<file path="src/rtl/ili9341_window_seq.sv">
// ----------------------------------------------------------------------------
// ili9341_window_seq
//
// Opens a drawing window on an ILI9341 TFT controller and then streams the
// RGB565 pixels that fill it. One request produces this byte sequence:
//   0x2A, x0 hi, x0 lo, x1 hi, x1 lo,     (column address set)
//   0x2B, y0 hi, y0 lo, y1 hi, y1 lo,     (page address set)
//   0x2C,                                 (memory write)
//   then {pixel[15:8], pixel[7:0]} for every pixel of the window.
// Every byte goes out over a Wishbone-style strobe/ack byte port, and tft_dc_o
// marks it as a command (0) or as data (1).
//
// Ports
//   CLK_I, RST_I           clock (rising edge) and synchronous active-high reset
//   win_req_i              start a window; only sampled while idle
//   x0_i, x1_i, y0_i, y1_i inclusive column and row bounds of the window
//   win_busy_o             a window sequence is in progress
//   win_err_o              one-cycle pulse when a request is rejected
//   pix_valid_i/_data_i    pixel stream input (RGB565)
//   pix_ready_o            a pixel can be taken this cycle
//   spi_stb_o, spi_we_o    byte request to the SPI master
//   spi_dat_o, tft_dc_o    byte to send and its command/data flag
//   spi_ack_i, spi_rty_i   byte accepted / master busy (retry)
//   done_o                 one-cycle pulse once the last pixel byte is accepted
//
// Build option
//   ILI9341_SEQ_BOUNDS_CHECK_EN  when defined, a request whose bounds are
//   reversed or beyond MAX_X/MAX_Y is rejected with win_err_o and sends
//   nothing. When undefined, bounds are used as given and the pixel counters
//   wrap modulo 9 bits.
// ----------------------------------------------------------------------------
module ili9341_window_seq #(
   parameter int MAX_X = 239,
   parameter int MAX_Y = 319
) (
   input  logic        CLK_I,
   input  logic        RST_I,
   input  logic        win_req_i,
   input  logic [8:0]  x0_i,
   input  logic [8:0]  x1_i,
   input  logic [8:0]  y0_i,
   input  logic [8:0]  y1_i,
   output logic        win_busy_o,
   output logic        win_err_o,
   input  logic        pix_valid_i,
   input  logic [15:0] pix_data_i,
   output logic        pix_ready_o,
   output logic        spi_stb_o,
   output logic        spi_we_o,
   output logic [7:0]  spi_dat_o,
   input  logic        spi_ack_i,
   input  logic        spi_rty_i,
   output logic        tft_dc_o,
   output logic        done_o
);

   typedef enum logic [3:0] {
      IDLE, CASET, CASET_P, PASET, PASET_P, RAMWR, PIX_HI, PIX_LO, DONE
   } stateT;

   stateT       stateQ, stateD;

   logic [8:0]  x0Q, x1Q, y0Q, y1Q;
   logic [8:0]  colQ, rowQ;
   logic [1:0]  paramQ;     // which of the four coordinate bytes is next
   logic        gapQ;       // forces one idle strobe cycle after each byte
   logic        pixHaveQ;   // a pixel is held in pixQ waiting to be sent
   logic [15:0] pixQ;

   logic        boundsOk;
   logic        startWin;
   logic        inByte;
   logic        xfer;
   logic        lastPix;
   logic        pixTake;

   // ---------------------------------------------------------------------
   // Request qualification
   // ---------------------------------------------------------------------
`ifdef ILI9341_SEQ_BOUNDS_CHECK_EN
   localparam logic [8:0] LastCol = 9'(MAX_X);
   localparam logic [8:0] LastRow = 9'(MAX_Y);

   logic errQ;

   assign boundsOk = (x1_i >= x0_i) && (y1_i >= y0_i) &&
                     (x1_i <= LastCol) && (y1_i <= LastRow);

   // A rejected request leaves the FSM in IDLE; only this pulse reports it.
   always_ff @(posedge CLK_I) begin
      if (RST_I) begin
         errQ <= 1'b0;
      end else begin
         errQ <= (stateQ == IDLE) && win_req_i && !boundsOk;
      end
   end

   assign win_err_o = errQ;
`else
   assign boundsOk  = 1'b1;
   assign win_err_o = 1'b0;

   // Without the check the limits only have to fit the 9-bit coordinates.
   if (MAX_X > 511 || MAX_Y > 511) begin : g_limitWiderThanPorts
   end
`endif

   assign startWin = (stateQ == IDLE) && win_req_i && boundsOk;

   // ---------------------------------------------------------------------
   // Byte handshake
   // ---------------------------------------------------------------------
   assign inByte = (stateQ == CASET)  || (stateQ == CASET_P) ||
                   (stateQ == PASET)  || (stateQ == PASET_P) ||
                   (stateQ == RAMWR)  || (stateQ == PIX_HI)  ||
                   (stateQ == PIX_LO);

   // In PIX_HI there is nothing to send until a pixel has been captured.
   assign spi_stb_o = inByte && !gapQ && ((stateQ != PIX_HI) || pixHaveQ);
   assign spi_we_o  = spi_stb_o;

   // A retry from the master cancels an ack in the same cycle.
   assign xfer = spi_stb_o && spi_ack_i && !spi_rty_i;

   assign lastPix = (colQ == x1Q) && (rowQ == y1Q);
   assign pixTake = pix_valid_i && pix_ready_o;

   function automatic logic [7:0] coordByte(input logic [8:0] first,
                                            input logic [8:0] last,
                                            input logic [1:0] idx);
      case (idx)
         2'd0:    coordByte = {7'd0, first[8]};
         2'd1:    coordByte = first[7:0];
         2'd2:    coordByte = {7'd0, last[8]};
         default: coordByte = last[7:0];
      endcase
   endfunction

   // ---------------------------------------------------------------------
   // FSM state register
   // ---------------------------------------------------------------------
   // NOTE: every clocked register uses <= so all flops update from values
   // sampled at the same edge, independent of statement order.
   always_ff @(posedge CLK_I) begin
      if (RST_I) begin
         stateQ <= IDLE;
      end else begin
         stateQ <= stateD;
      end
   end

   // ---------------------------------------------------------------------
   // FSM next state and decoded outputs
   // ---------------------------------------------------------------------
   // NOTE: every output of this block gets a default first, so no path
   // through the case can leave one unassigned and infer a latch.
   always_comb begin
      stateD      = stateQ;
      spi_dat_o   = 8'h00;
      tft_dc_o    = 1'b0;
      pix_ready_o = 1'b0;
      win_busy_o  = 1'b1;
      done_o      = 1'b0;

      case (stateQ)
         IDLE: begin
            win_busy_o = 1'b0;
            if (startWin) stateD = CASET;
         end
         CASET: begin
            spi_dat_o = 8'h2A;
            if (xfer) stateD = CASET_P;
         end
         CASET_P: begin
            spi_dat_o = coordByte(x0Q, x1Q, paramQ);
            tft_dc_o  = 1'b1;
            if (xfer && (paramQ == 2'd3)) stateD = PASET;
         end
         PASET: begin
            spi_dat_o = 8'h2B;
            if (xfer) stateD = PASET_P;
         end
         PASET_P: begin
            spi_dat_o = coordByte(y0Q, y1Q, paramQ);
            tft_dc_o  = 1'b1;
            if (xfer && (paramQ == 2'd3)) stateD = RAMWR;
         end
         RAMWR: begin
            spi_dat_o = 8'h2C;
            if (xfer) stateD = PIX_HI;
         end
         PIX_HI: begin
            spi_dat_o   = pixQ[15:8];
            tft_dc_o    = 1'b1;
            pix_ready_o = !pixHaveQ;
            if (xfer) stateD = PIX_LO;
         end
         PIX_LO: begin
            spi_dat_o = pixQ[7:0];
            tft_dc_o  = 1'b1;
            if (xfer) stateD = lastPix ? DONE : PIX_HI;
         end
         DONE: begin
            done_o = 1'b1;
            stateD = IDLE;
         end
         default: stateD = IDLE;
      endcase
   end

   // ---------------------------------------------------------------------
   // Window bounds, pixel counters and pixel holding register
   // ---------------------------------------------------------------------
   // NOTE: the bounds, counters and pixel register are plain flops rather
   // than a memory, so they are cleared by reset like the rest of the state.
   always_ff @(posedge CLK_I) begin
      if (RST_I) begin
         x0Q      <= 9'd0;
         x1Q      <= 9'd0;
         y0Q      <= 9'd0;
         y1Q      <= 9'd0;
         colQ     <= 9'd0;
         rowQ     <= 9'd0;
         paramQ   <= 2'd0;
         gapQ     <= 1'b0;
         pixHaveQ <= 1'b0;
         pixQ     <= 16'h0000;
      end else begin
         gapQ <= xfer;

         if (startWin) begin
            x0Q      <= x0_i;
            x1Q      <= x1_i;
            y0Q      <= y0_i;
            y1Q      <= y1_i;
            colQ     <= x0_i;
            rowQ     <= y0_i;
            paramQ   <= 2'd0;
            pixHaveQ <= 1'b0;
         end

         // Wraps 3 -> 0 on the last coordinate byte, ready for the next set.
         if (xfer && ((stateQ == CASET_P) || (stateQ == PASET_P))) begin
            paramQ <= paramQ + 2'd1;
         end

         if (pixTake) begin
            pixQ     <= pix_data_i;
            pixHaveQ <= 1'b1;
         end

         // Column/row scan replaces a width*height product.
         if (xfer && (stateQ == PIX_LO)) begin
            pixHaveQ <= 1'b0;
            if (!lastPix) begin
               if (colQ == x1Q) begin
                  colQ <= x0Q;
                  rowQ <= rowQ + 9'd1;
               end else begin
                  colQ <= colQ + 9'd1;
               end
            end
         end
      end
   end

endmodule

</file>
<file path="config.mk">
export PLATFORM = sky130hd
export DESIGN_NAME = ili9341_window_seq
export DESIGN_NICKNAME = d
export VERILOG_FILES = /design/src/rtl/ili9341_window_seq.sv
export SDC_FILE = /design/constraint.sdc
export NUM_CORES = 1
export LEC_CHECK = 0
export CORE_MARGIN = 5
export CORE_UTILIZATION = 58
export DETAILED_ROUTE_END_ITERATION = 10
export HOLD_SLACK_MARGIN = 0.02
export PLACE_DENSITY = 0.86
export SLEW_MARGIN = 5
export SYNTH_ARGS = -nofsm -noshare
export SYNTH_HDL_FRONTEND = slang
export SYNTH_SLANG_ARGS = --single-unit
</file>
<file path="constraint.sdc">
create_clock -name CLK_I -period 4.1 [get_ports CLK_I]
set_input_delay 0.82 -clock CLK_I [delete_from_list [all_inputs] [get_ports CLK_I]]
set_output_delay 0.82 -clock CLK_I [all_outputs]
set_load 0.01 [all_outputs]
</file>
# ---- Yosys cells after proc, flatten, opt, wreduce, memory -nomap -nowiden
# Index checks and enable logic that the tools add are counted.
dict set report op_classes {
  addsub 3
  n_eq_ne 22
  mux 29
  n_reduce_logical 28
}
# cell n
set ops {}
lappend ops {{$mux 9} 8}
lappend ops {{$pmux 8 s7} 1}
lappend ops {{$pmux 8 s3} 2}
lappend ops {{$mux 4} 9}
lappend ops {{$pmux 4 s8} 1}
lappend ops {{$add 9x1->9 const B} 2}
lappend ops {{$eq 9x9->1} 2}
lappend ops {{$eq 4x3->1 const B} 4}
lappend ops {{$ne 2x2->1 const B} 7}
lappend ops {{$logic_and 1x1->1} 10}
lappend ops {{$eq 4x2->1 const B} 2}
lappend ops {{$logic_or 1x1->1} 8}
lappend ops {{$reduce_and 8->1} 1}
lappend ops {{$mux 1} 6}
lappend ops {{$eq 2x2->1 const B} 2}
lappend ops {{$eq 4x1->1 const B} 1}
lappend ops {{$eq 4x4->1 const B} 1}
lappend ops {{$logic_not 4->1} 1}
lappend ops {{$mux 2} 2}
lappend ops {{$ne 4x3->1 const B} 1}
lappend ops {{$reduce_bool 2->1} 2}
lappend ops {{$reduce_or 4->1} 1}
lappend ops {{$logic_not 1->1} 3}
lappend ops {{$add 2x1->2 const B} 1}
lappend ops {{4 further kinds} 4}
dict set report word_totals {
  reg_bits 78
  word_cells 93
}

# ---- Longest topological paths before layout
# Gate-level depths: netlist of the first run.
dict set report logic_depth {
  word_depth 14
  depth_mapped 8
}

# ---- Least setup slack after synthesis of the first run
# OpenSTA, ideal clock, no wires.
dict set report synth_timing {
  path_kind {flip-flop to output port}
  startpoint {reg stateQ[2]}
  endpoint {out spi_we_o}
  arrival_time_ns 1.514
  required_ns 3.280
  slack_ns 1.766
  path_stages_with_launch 7
  cell_sequence {dfxtp_1 -> clkbuf_1 -> inv_1 -> a21oi_1 -> nor2_1 -> nor3_1 -> buf_4}
}
dict set report synth_between {
  elab_chain_cells 9
}
# element line_no
set synth_lines {}
lappend synth_lines {{from (decl)} 61} ;# stateT stateQ, stateD;
lappend synth_lines {{from (signal assigned)} 148} ;# stateQ <= stateD;
lappend synth_lines {{$eq 4x1->1 / $eq 4x2->1 (equally long branches)} 113} ;# assign inByte = (stateQ == CASET) || (stateQ == CASET_P) ||
lappend synth_lines {{$logic_or 1x1->1 (2 in a row)} 113}
lappend synth_lines {{$logic_or 1x1->1 (2 in a row)} 114} ;# (stateQ == PASET) || (stateQ == PASET_P) ||
lappend synth_lines {{$logic_or 1x1->1 (2 in a row)} 115} ;# (stateQ == RAMWR) || (stateQ == PIX_HI) ||
lappend synth_lines {{$logic_and 1x1->1} 119} ;# assign spi_stb_o = inByte && !gapQ && ((stateQ != PIX_HI) || pixHaveQ);
lappend synth_lines {{$logic_and 1x1->1 *} 119}
lappend synth_lines {{to (decl)} 49} ;# output logic spi_we_o,
# Every way passes the cells marked *; elsewhere a longest branch is shown, timed or not.

# ---- Worst setup path in the final report of the first run
dict set report layout_timing {
  startpoint {reg stateQ[1]}
  endpoint {out spi_dat_o[4]}
}
dict set report layout_between {
  elab_chain_cells 2
}
# element line_no
set layout_lines {}
lappend layout_lines {{$eq 4x3->1, or another cell as far along} 165} ;# case (stateQ)
lappend layout_lines {{$pmux 8 s7 *} 165}
lappend layout_lines {{to (decl)} 50} ;# output logic [7:0] spi_dat_o,
# Marks and branches as above.

==> flow_summary.yaml, run 1 <==
outcome:
  outcome: "finished clean"
layout:
  multi_input_area_um2: 2540
  final_nets: 669
  register_area_um2: 1560
  drive_above_1_share: 0.0659
  fillCellCount: 591
  antenna_cells: 0
  area_growth_pct: 20.1
grt:
  grt_pass1_vias: 4038
  antenna_found_initial: 0
  gr-total-overflow: 0
  grt_first_pass_wirelength_um: 19300
  track_usage: 0.268
  grt_max_degree: 48
placed_design:
  gp_congestion: 0.927
  io_buffers: 71
  dp_hpwl_um: 9020
power_and_ir_drop:
  p_leak_nw: 1.88
  power_density_nw_per_um2: 335
  peakVddDrop_mv: 0.213
  switching_share: 0.285
  power.share.clock: 0.334
  seq_power_share: 0.484
  p_comb_frac: 0.182
  p_int_mw: 1.25
  p_sw_mw: 0.498
  report.power.total_mw: 1.75
sta:
  final_max_slew_viol_count: 0
  finClkSkew_ns: 0.00660
  tns_ns: 0
  rsz0062_at_grt: "false"
  slew_headroom: 0.541
  final-hold-violation-count: 0
  tightest_slew_ns: 0.683
  max_clock_freq_ghz: 0.269
  finalCritPeriodShare: 0.907
  setup_viol: 0
  min_period_ns: 3.72
critical_path:
  rr_worst_depth: 7
  cp_slowest_cell: "dfxtp_1"
  cp-startpoint: "stateQ[1]$_SDFFE_PP0P_"
  rr_endpoint: "colQ[1]$_SDFF_PP0_"
  cp.required_ns: 3.28
  critPathArrivalTime_ns: 2.90
  crit_path_start_kind: "register"
  path_class: "register to output pin"
  crit_path_cell_trace: "nand2b_1 > nor3_1 > a22oi_1 > nor2_1 > a221o_1 > clkdlybuf4s50_1"
  crit_path_end_kind: "output pin"
  crit_fanout: 18
  rrSetupSlack_ns: 1.45
  reg2reg_from: "stateQ[0]$_SDFFE_PP0P_"
  max_stage_delay_ns: 0.73
logic_synthesis:
  syn_nets: 626
  ys_seq_area_frac: 0.359
  synth_flop_cell: "dfxtp_1"
  synth_top_cell_by_area: "dfxtp_1"
  synthTopCellsByCount: "nand2_1, dfxtp_1, a21oi_1"
  async_flop_share: 0
  yosysTopAreaCellShare: 0.359
  yosysWarnings: 0
  synth_edf_count: 0
  synth-seq-cells: 78
  synthesis.area_um2: 4350
  yosys-top-cells-area: "dfxtp_1, nand2_1, a21oi_1"
  synthDistinctLibCells: 61
  yosysMostFrequentCell: "nand2_1"
  synth_area_per_cell_um2: 7.75
  synthCells: 561
cts:
  postCtsResizedCells: 0
  clk_pin_slew_ns: 0.08
  cts.hold.buffers_added: 0
  clk_latency_ns: 0.34
  clk_path_buf_depth: 2
  tritoncts: "built"
  post_cts_buffers: 0
  htreeDepth: 3
  numCtsBuffers: 9
  cts.sinks: 78
  cts_root_buf: "clkbuf_8"
hold_path:
  holdPathStages: 2
  hold_class: "register to register"
  holdPathEnd: "pixQ[14]$_SDFFE_PP0P_"
  hold_start: "pixQ[14]$_SDFFE_PP0P_"
floorplan:
  dieHeight_um: 96.6
  ios: 73
  dieWidth_um: 96.6
  coreArea_um2: 7290
  die_area_um2: 9320
  rows: 31
  initial_utilization: 0.596
route:
  drt_iter0_drc: 329
  ant_nets: 0
  wire_per_inst_um: 17.4
  vias: 4369
  firstDrtPassIters: 8
  viasPerCell: 6.19
  drt_wl_total_um: 12300
  drc: 0
job:
  max_cap_violations: 0
==> cells in the final DEF (no fill, tap or decap), types with 7 or more instances in the layout <==
cell | netlist | layout
o21ai_0 | 12 | 12
mux2_2 | 10 | 10
a31oi_1 | 10 | 10
xor2_1 | 18 | 18
ha_1 | 7 | 7
nor2_1 | 27 | 27
clkdlybuf4s50_1 | 0 | 70
a22oi_1 | 12 | 12
dfxtp_1 | 78 | 78
a21oi_1 | 66 | 66
xnor2_1 | 9 | 9
buf_4 | 2 | 9
nand3_1 | 33 | 33
clkbuf_8 | 0 | 11
and3_1 | 13 | 13
nand2_1 | 115 | 115
a221oi_1 | 8 | 8
==> cell families (layout without fill, tap and decap cells) <==
logic type      count (synthesis)  in the layout  synth area share
flops                          78             78             0.359
xor+xnor                       27             27            0.0544
compound gates                146            146             0.217
simple gates                  233            233             0.256
fa+ha+maj                       8              8            0.0225
other cells                     1              1          0.000863
mux                            14             14            0.0351
buf+inv                        54            100            0.0556
==> registers in the layout, indices dropped and copies added, names as in the netlist <==
name / flops
pixQ: 16
colQ: 9
rowQ: 9
x0Q: 9
x1Q: 9
y0Q: 9
y1Q: 9
stateQ: 4
paramQ: 2
gapQ: 1
pixHaveQ: 1
==> worst max path at each step <==
stage,slack [ns],cells past startpoint,to
final,0.38,6,spi_dat_o[4]
after global routing,0.18,6,spi_dat_o[4]
after floorplan,1.77,6,spi_we_o
after global placement,0.97,6,spi_dat_o[6]
after detailed placement,0.85,6,spi_dat_o[4]
after CTS,0.42,6,spi_dat_o[4]
==> critical path: cells and delay by family, from the launching register on <==
kind | cells | cell delay (ns)
compound gates | 2 | 0.34
buf+inv | 1 | 0.56
simple gates | 3 | 0.92
flops | 1 | 0.73
==> layout make-up <==
cell class	count	area share
multi-input combinational	429	0.487
clock buffer	11	0.0290
tap	99	0.0237
inverter	6	0.00431
clock inverter	3	0.00863
sequential	78	0.299
timing repair buffer	80	0.148
==> layer usage <==
metal / routed length, um / global-route usage
met1: 5170 / 0.336
met2: 6010 / 0.461
met3: 878 / 0.0480
met4: 256 / 0.0946
met5: 0 / 0
==> power groups by stage <==
stage / clock [mW] / combinational, mW / sequential (mW)
floorplan: 0 / 0.211 / 0.834
global placement: 0 / 0.303 / 0.861
detailed placement: 0 / 0.312 / 0.862
CTS: 0.590 / 0.314 / 0.844
global route: 0.628 / 0.346 / 0.851
finish: 0.583 / 0.317 / 0.846
==> per-stage QoR <==
stage | utilization | hold slack (ns) | cells | worst slack (ns) | instance area [um2]
floorplan | - | 0.433 | 561 | 1.77 | 4350
global placement | 0.689 | 0.440 | 692 | 0.975 | 5020
detailed placement | 0.689 | 0.445 | 692 | 0.853 | 5020
CTS | 0.716 | 0.457 | 706 | 0.419 | 5220
global route | 0.716 | 0.483 | 706 | 0.181 | 5220
finish | 0.716 | 0.455 | 706 | 0.381 | 5220
No activity file was read; power rests on OpenSTA's default activity.
==> run 2: changes to the inputs <==
--- a/config.mk
+++ b/config.mk
@@ -10,6 +10,7 @@
 export DETAILED_ROUTE_END_ITERATION = 10
 export HOLD_SLACK_MARGIN = 0.02
 export PLACE_DENSITY = 0.86
+export RECOVER_POWER = 50
 export SLEW_MARGIN = 5
 export SYNTH_ARGS = -nofsm -noshare
 export SYNTH_HDL_FRONTEND = slang
==> flow_summary.yaml, run 2 (synthesis results as in run 1) <==
outcome:
  outcome: "finished clean"
critical_path:
  critPathArrivalTime_ns: 2.85
  rrSetupSlack_ns: 0.67
  crit_fanout: 18
  crit_path_start_kind: "register"
  crit_path_end_kind: "output pin"
  cp.required_ns: 3.28
  path_class: "register to output pin"
cts:
  cts_root_buf: "clkbuf_8"
  clk_latency_ns: 0.35
  cts.hold.buffers_added: 0
  numCtsBuffers: 9
  postCtsResizedCells: 0
  tritoncts: "built"
  clk_path_buf_depth: 2
  htreeDepth: 3
  post_cts_buffers: 0
  clk_pin_slew_ns: 0.08
  cts.sinks: 78
route:
  drc: 0
  viasPerCell: 6.12
  ant_nets: 0
  firstDrtPassIters: 5
  vias: 4324
  drt_wl_total_um: 12300
  drt_iter0_drc: 329
  wire_per_inst_um: 17.4
  wl_met2_um: 5900
  met1_length_um: 5220
  met3_length_um: 833
  highest_layer: "met4"
layout:
  antenna_cells: 0
  drive_above_1_share: 0.0527
  fillCellCount: 601
  top_register: "pixQ"
  largest_reg_flops: 16
  area_growth_pct: 19.0
  final_nets: 669
  layout_commonest_cell: "nand2_1"
  register_area_um2: 1560
  final_cell_mix: "nand2_1, dfxtp_1, clkdlybuf4s50_1"
  multi_input_area_um2: 2520
sta:
  final-hold-violation-count: 0
  slew_headroom: 0.110
  finClkSkew_ns: 0.00873
  setup_viol: 0
  finalCritPeriodShare: 0.895
  final_max_slew_viol_count: 0
  tightest_slew_ns: 1.32
  min_period_ns: 3.67
  tns_ns: 0
  max_clock_freq_ghz: 0.273
  rsz0062_at_grt: "false"
power_and_ir_drop:
  report.power.total_mw: 1.74
  peakVddDrop_mv: 0.215
  power_density_nw_per_um2: 336
  p_leak_nw: 1.86
floorplan:
  ios: 73
  rows: 31
  dieWidth_um: 96.6
  coreArea_um2: 7290
  die_area_um2: 9320
  initial_utilization: 0.596
  dieHeight_um: 96.6
placed_design:
  gp_congestion: 0.927
  io_buffers: 71
  dp_hpwl_um: 9020
grt:
  antenna_found_initial: 0
  track_usage: 0.268
  grt_first_pass_wirelength_um: 19300
  grt_pass1_vias: 4038
  grt_max_degree: 48
  gr-total-overflow: 0
job:
  max_cap_violations: 0
hold_path:
  hold_class: "register to register"
==> run 2: cell type report <==
cell class | instances | area share
Inverter | 6 | 0.00435
Multi-Input combinational cell | 429 | 0.486
Clock buffer | 11 | 0.0293
Sequential cell | 78 | 0.302
Clock inverter | 3 | 0.00871
Timing Repair Buffer | 80 | 0.145
Tap cell | 99 | 0.0239
==> run 2: power breakdown <==
group          leakage (nW)  internal [mW]  switching [mW]
registers             0.637          0.794          0.0525
logic                  1.13          0.142           0.169
clock network        0.0935          0.308           0.273
total                  1.86           1.24           0.495
==> run 2: worst max-delay path, stage by stage, from the launching register on <==
cell	delay, ns
dfxtp_1	0.70
nand2b_1	0.20
nor3_1	0.54
a22oi_1	0.20
nor2_1	0.16
a221o_1	0.14
clkdlybuf4s50_1	0.56
==> run 2: final timing paths <==
check,from,depth (start not counted),to
min,pixQ[14]$_SDFFE_PP0P_,2,pixQ[14]$_SDFFE_PP0P_
max,stateQ[1]$_SDFFE_PP0P_,6,spi_dat_o[4]
max reg2reg,stateQ[0]$_SDFFE_PP0P_,7,colQ[7]$_SDFF_PP0_
min reg2reg,pixQ[14]$_SDFFE_PP0P_,2,pixQ[14]$_SDFFE_PP0P_
==> run 2: layer usage <==
layer | GRT usage | up-vias
met5 | 0 | -
met2 | 0.461 | 186
met4 | 0.0946 | 0
met1 | 0.336 | 2031
met3 | 0.0480 | 32
li1 | - | 2075
==> run 2: per-stage QoR <==
stage / utilization / instances / worst slack, ns / instance area, um2 / hold slack (ns)
final: 0.709 / 706 / 0.431 / 5170 / 0.456
after detailed placement: 0.689 / 692 / 0.853 / 5020 / 0.445
after global routing: 0.709 / 706 / 0.235 / 5170 / 0.483
after floorplan: - / 561 / 1.77 / 4350 / 0.433
after global placement: 0.689 / 692 / 0.975 / 5020 / 0.440
after CTS: 0.716 / 706 / 0.419 / 5220 / 0.457
==> run 3: changes to the inputs <==
--- a/config.mk
+++ b/config.mk
@@ -6,11 +6,12 @@
 export NUM_CORES = 1
 export LEC_CHECK = 0
 export CORE_MARGIN = 5
-export CORE_UTILIZATION = 58
+export CORE_UTILIZATION = 25
 export DETAILED_ROUTE_END_ITERATION = 10
 export HOLD_SLACK_MARGIN = 0.02
-export PLACE_DENSITY = 0.86
+export PLACE_DENSITY = 0.44
 export RECOVER_POWER = 50
+export SKIP_LAST_GASP = 1
 export SLEW_MARGIN = 5
 export SYNTH_ARGS = -nofsm -noshare
 export SYNTH_HDL_FRONTEND = slang
==> flow_summary.yaml, run 3 (synthesis results as in run 1) <==
grt:
  grt_pass1_vias: 4140
  grt_max_degree: 55
  track_usage: 0.145
  grt_first_pass_wirelength_um: 22700
  gr-total-overflow: 0
  antenna_found_initial: 0
placed_design:
  io_buffers: 71
  dp_hpwl_um: 10700
  gp_congestion: 0.885
  place_inst: 817
cts:
  numCtsBuffers: 9
  postCtsResizedCells: 0
  tritoncts: "built"
  cts.hold.buffers_added: 0
  htreeDepth: 3
  cts.sinks: 78
  clk_path_buf_depth: 2
  clk_pin_slew_ns: 0.06
  clk_latency_ns: 0.35
  post_cts_buffers: 0
  cts_root_buf: "clkbuf_16"
critical_path:
  path_class: "register to output pin"
  critPathArrivalTime_ns: 2.85
  crit_fanout: 18
  cp.required_ns: 3.28
  crit_path_start_kind: "register"
  crit_path_end_kind: "output pin"
sta:
  rsz0062_at_grt: "false"
  tns_ns: 0
  max_clock_freq_ghz: 0.272
  min_period_ns: 3.67
  setup_viol: 0
  final-hold-violation-count: 0
  finClkSkew_ns: 0.00993
  slew_headroom: 0.196
  final_max_slew_viol_count: 0
  tightest_slew_ns: 1.19
  finalCritPeriodShare: 0.896
route:
  drt_wl_total_um: 14200
  vias: 4202
  firstDrtPassIters: 4
  drc: 0
  drt_iter0_drc: 333
  ant_nets: 0
  wire_per_inst_um: 17.1
  viasPerCell: 5.04
layout:
  final_cell_mix: "nand2_1, dfxtp_1, clkdlybuf4s50_1"
  layoutNonFillerInstCount: 833
  drive_above_1_share: 0.0576
  area_growth_pct: 25.6
  final_nets: 668
  largest_reg_flops: 16
  top_register: "pixQ"
  layout_commonest_cell: "nand2_1"
  antenna_cells: 0
floorplan:
  coreArea_um2: 17200
  ios: 73
  initial_utilization: 0.253
  die_area_um2: 20100
  rows: 48
  dieHeight_um: 142
  dieWidth_um: 142
power_and_ir_drop:
  power_density_nw_per_um2: 373
  peakVddDrop_mv: 0.197
  p_leak_nw: 1.93
hold_path:
  hold_class: "register to register"
job:
  max_cap_violations: 0
outcome:
  outcome: "finished clean"
## run 3: changes by cell type in the layout (fill, tap and decap cells not counted)
cell        delta
clkinvlp_4     -2
and2_0         -1
and2_1         +1
buf_4          +3
clkbuf_1       -2
inv_6          +1
clkbuf_8      -11
clkbuf_16      +9
clkinv_4       +1
clkinv_2       +1
bufinv_16      +1
## run 3: path summary, 6_finish.rpt
check | from | endpoint | slack, ns | cells past startpoint
setup / recovery | stateQ[1]$_SDFFE_PP0P_ | spi_dat_o[0] | 0.43 | 5
hold / removal | pixQ[12]$_SDFFE_PP0P_ | pixQ[12]$_SDFFE_PP0P_ | 0.45 | 2
setup reg to reg | stateQ[0]$_SDFFE_PP0P_ | colQ[1]$_SDFF_PP0_ | 0.71 | 7
hold reg to reg | pixQ[12]$_SDFFE_PP0P_ | pixQ[12]$_SDFFE_PP0P_ | 0.45 | 2
## run 3: routing by layer
metal	track usage	part of all wire	vias up
li1	-	-	2088
met1	0.192	0.46	2003
met2	0.223	0.46	90
met3	0.0273	0.047	21
met4	0.0722	0.030	0
met5	0	0	-
## run 3: critical path: stages, from the launching register on
cell and delay [ns]:
dfxtp_1 0.70, nand2b_1 0.20, nor3_1 0.54, a221oi_1 0.21, o22ai_1 0.26, clkdlybuf4s50_1 0.59
## run 3: power by group
group | switching (mW) | leakage (nW) | internal, mW
registers | 0.0544 | 0.637 | 0.795
logic | 0.173 | 1.14 | 0.143
clock network | 0.334 | 0.154 | 0.536
total | 0.562 | 1.93 | 1.47
## run 3: per-stage QoR
stage | setup slack, ns | hold slack [ns] | total power, mW | area [um2] | utilization
detailed placement | 0.777 | 0.443 | 1.19 | 5190 | 0.302
finish | 0.428 | 0.453 | 2.04 | 5460 | 0.318
CTS | 0.373 | 0.457 | 2.07 | 5500 | 0.320
global route | 0.192 | 0.471 | 2.13 | 5460 | 0.318
floorplan | 1.77 | 0.433 | 1.05 | 4350 | -
global placement | 0.877 | 0.445 | 1.19 | 5190 | 0.302
## run 3: layout make-up
class | instances | area, um2
clock inverters | 5 | 82.6
fillers | 1858 | 11700
well taps | 225 | 282
multi-input cells | 429 | 2520
repair buffers | 79 | 759
inverters | 6 | 22.5
flip-flops and latches | 78 | 1560
clock buffers | 11 | 233
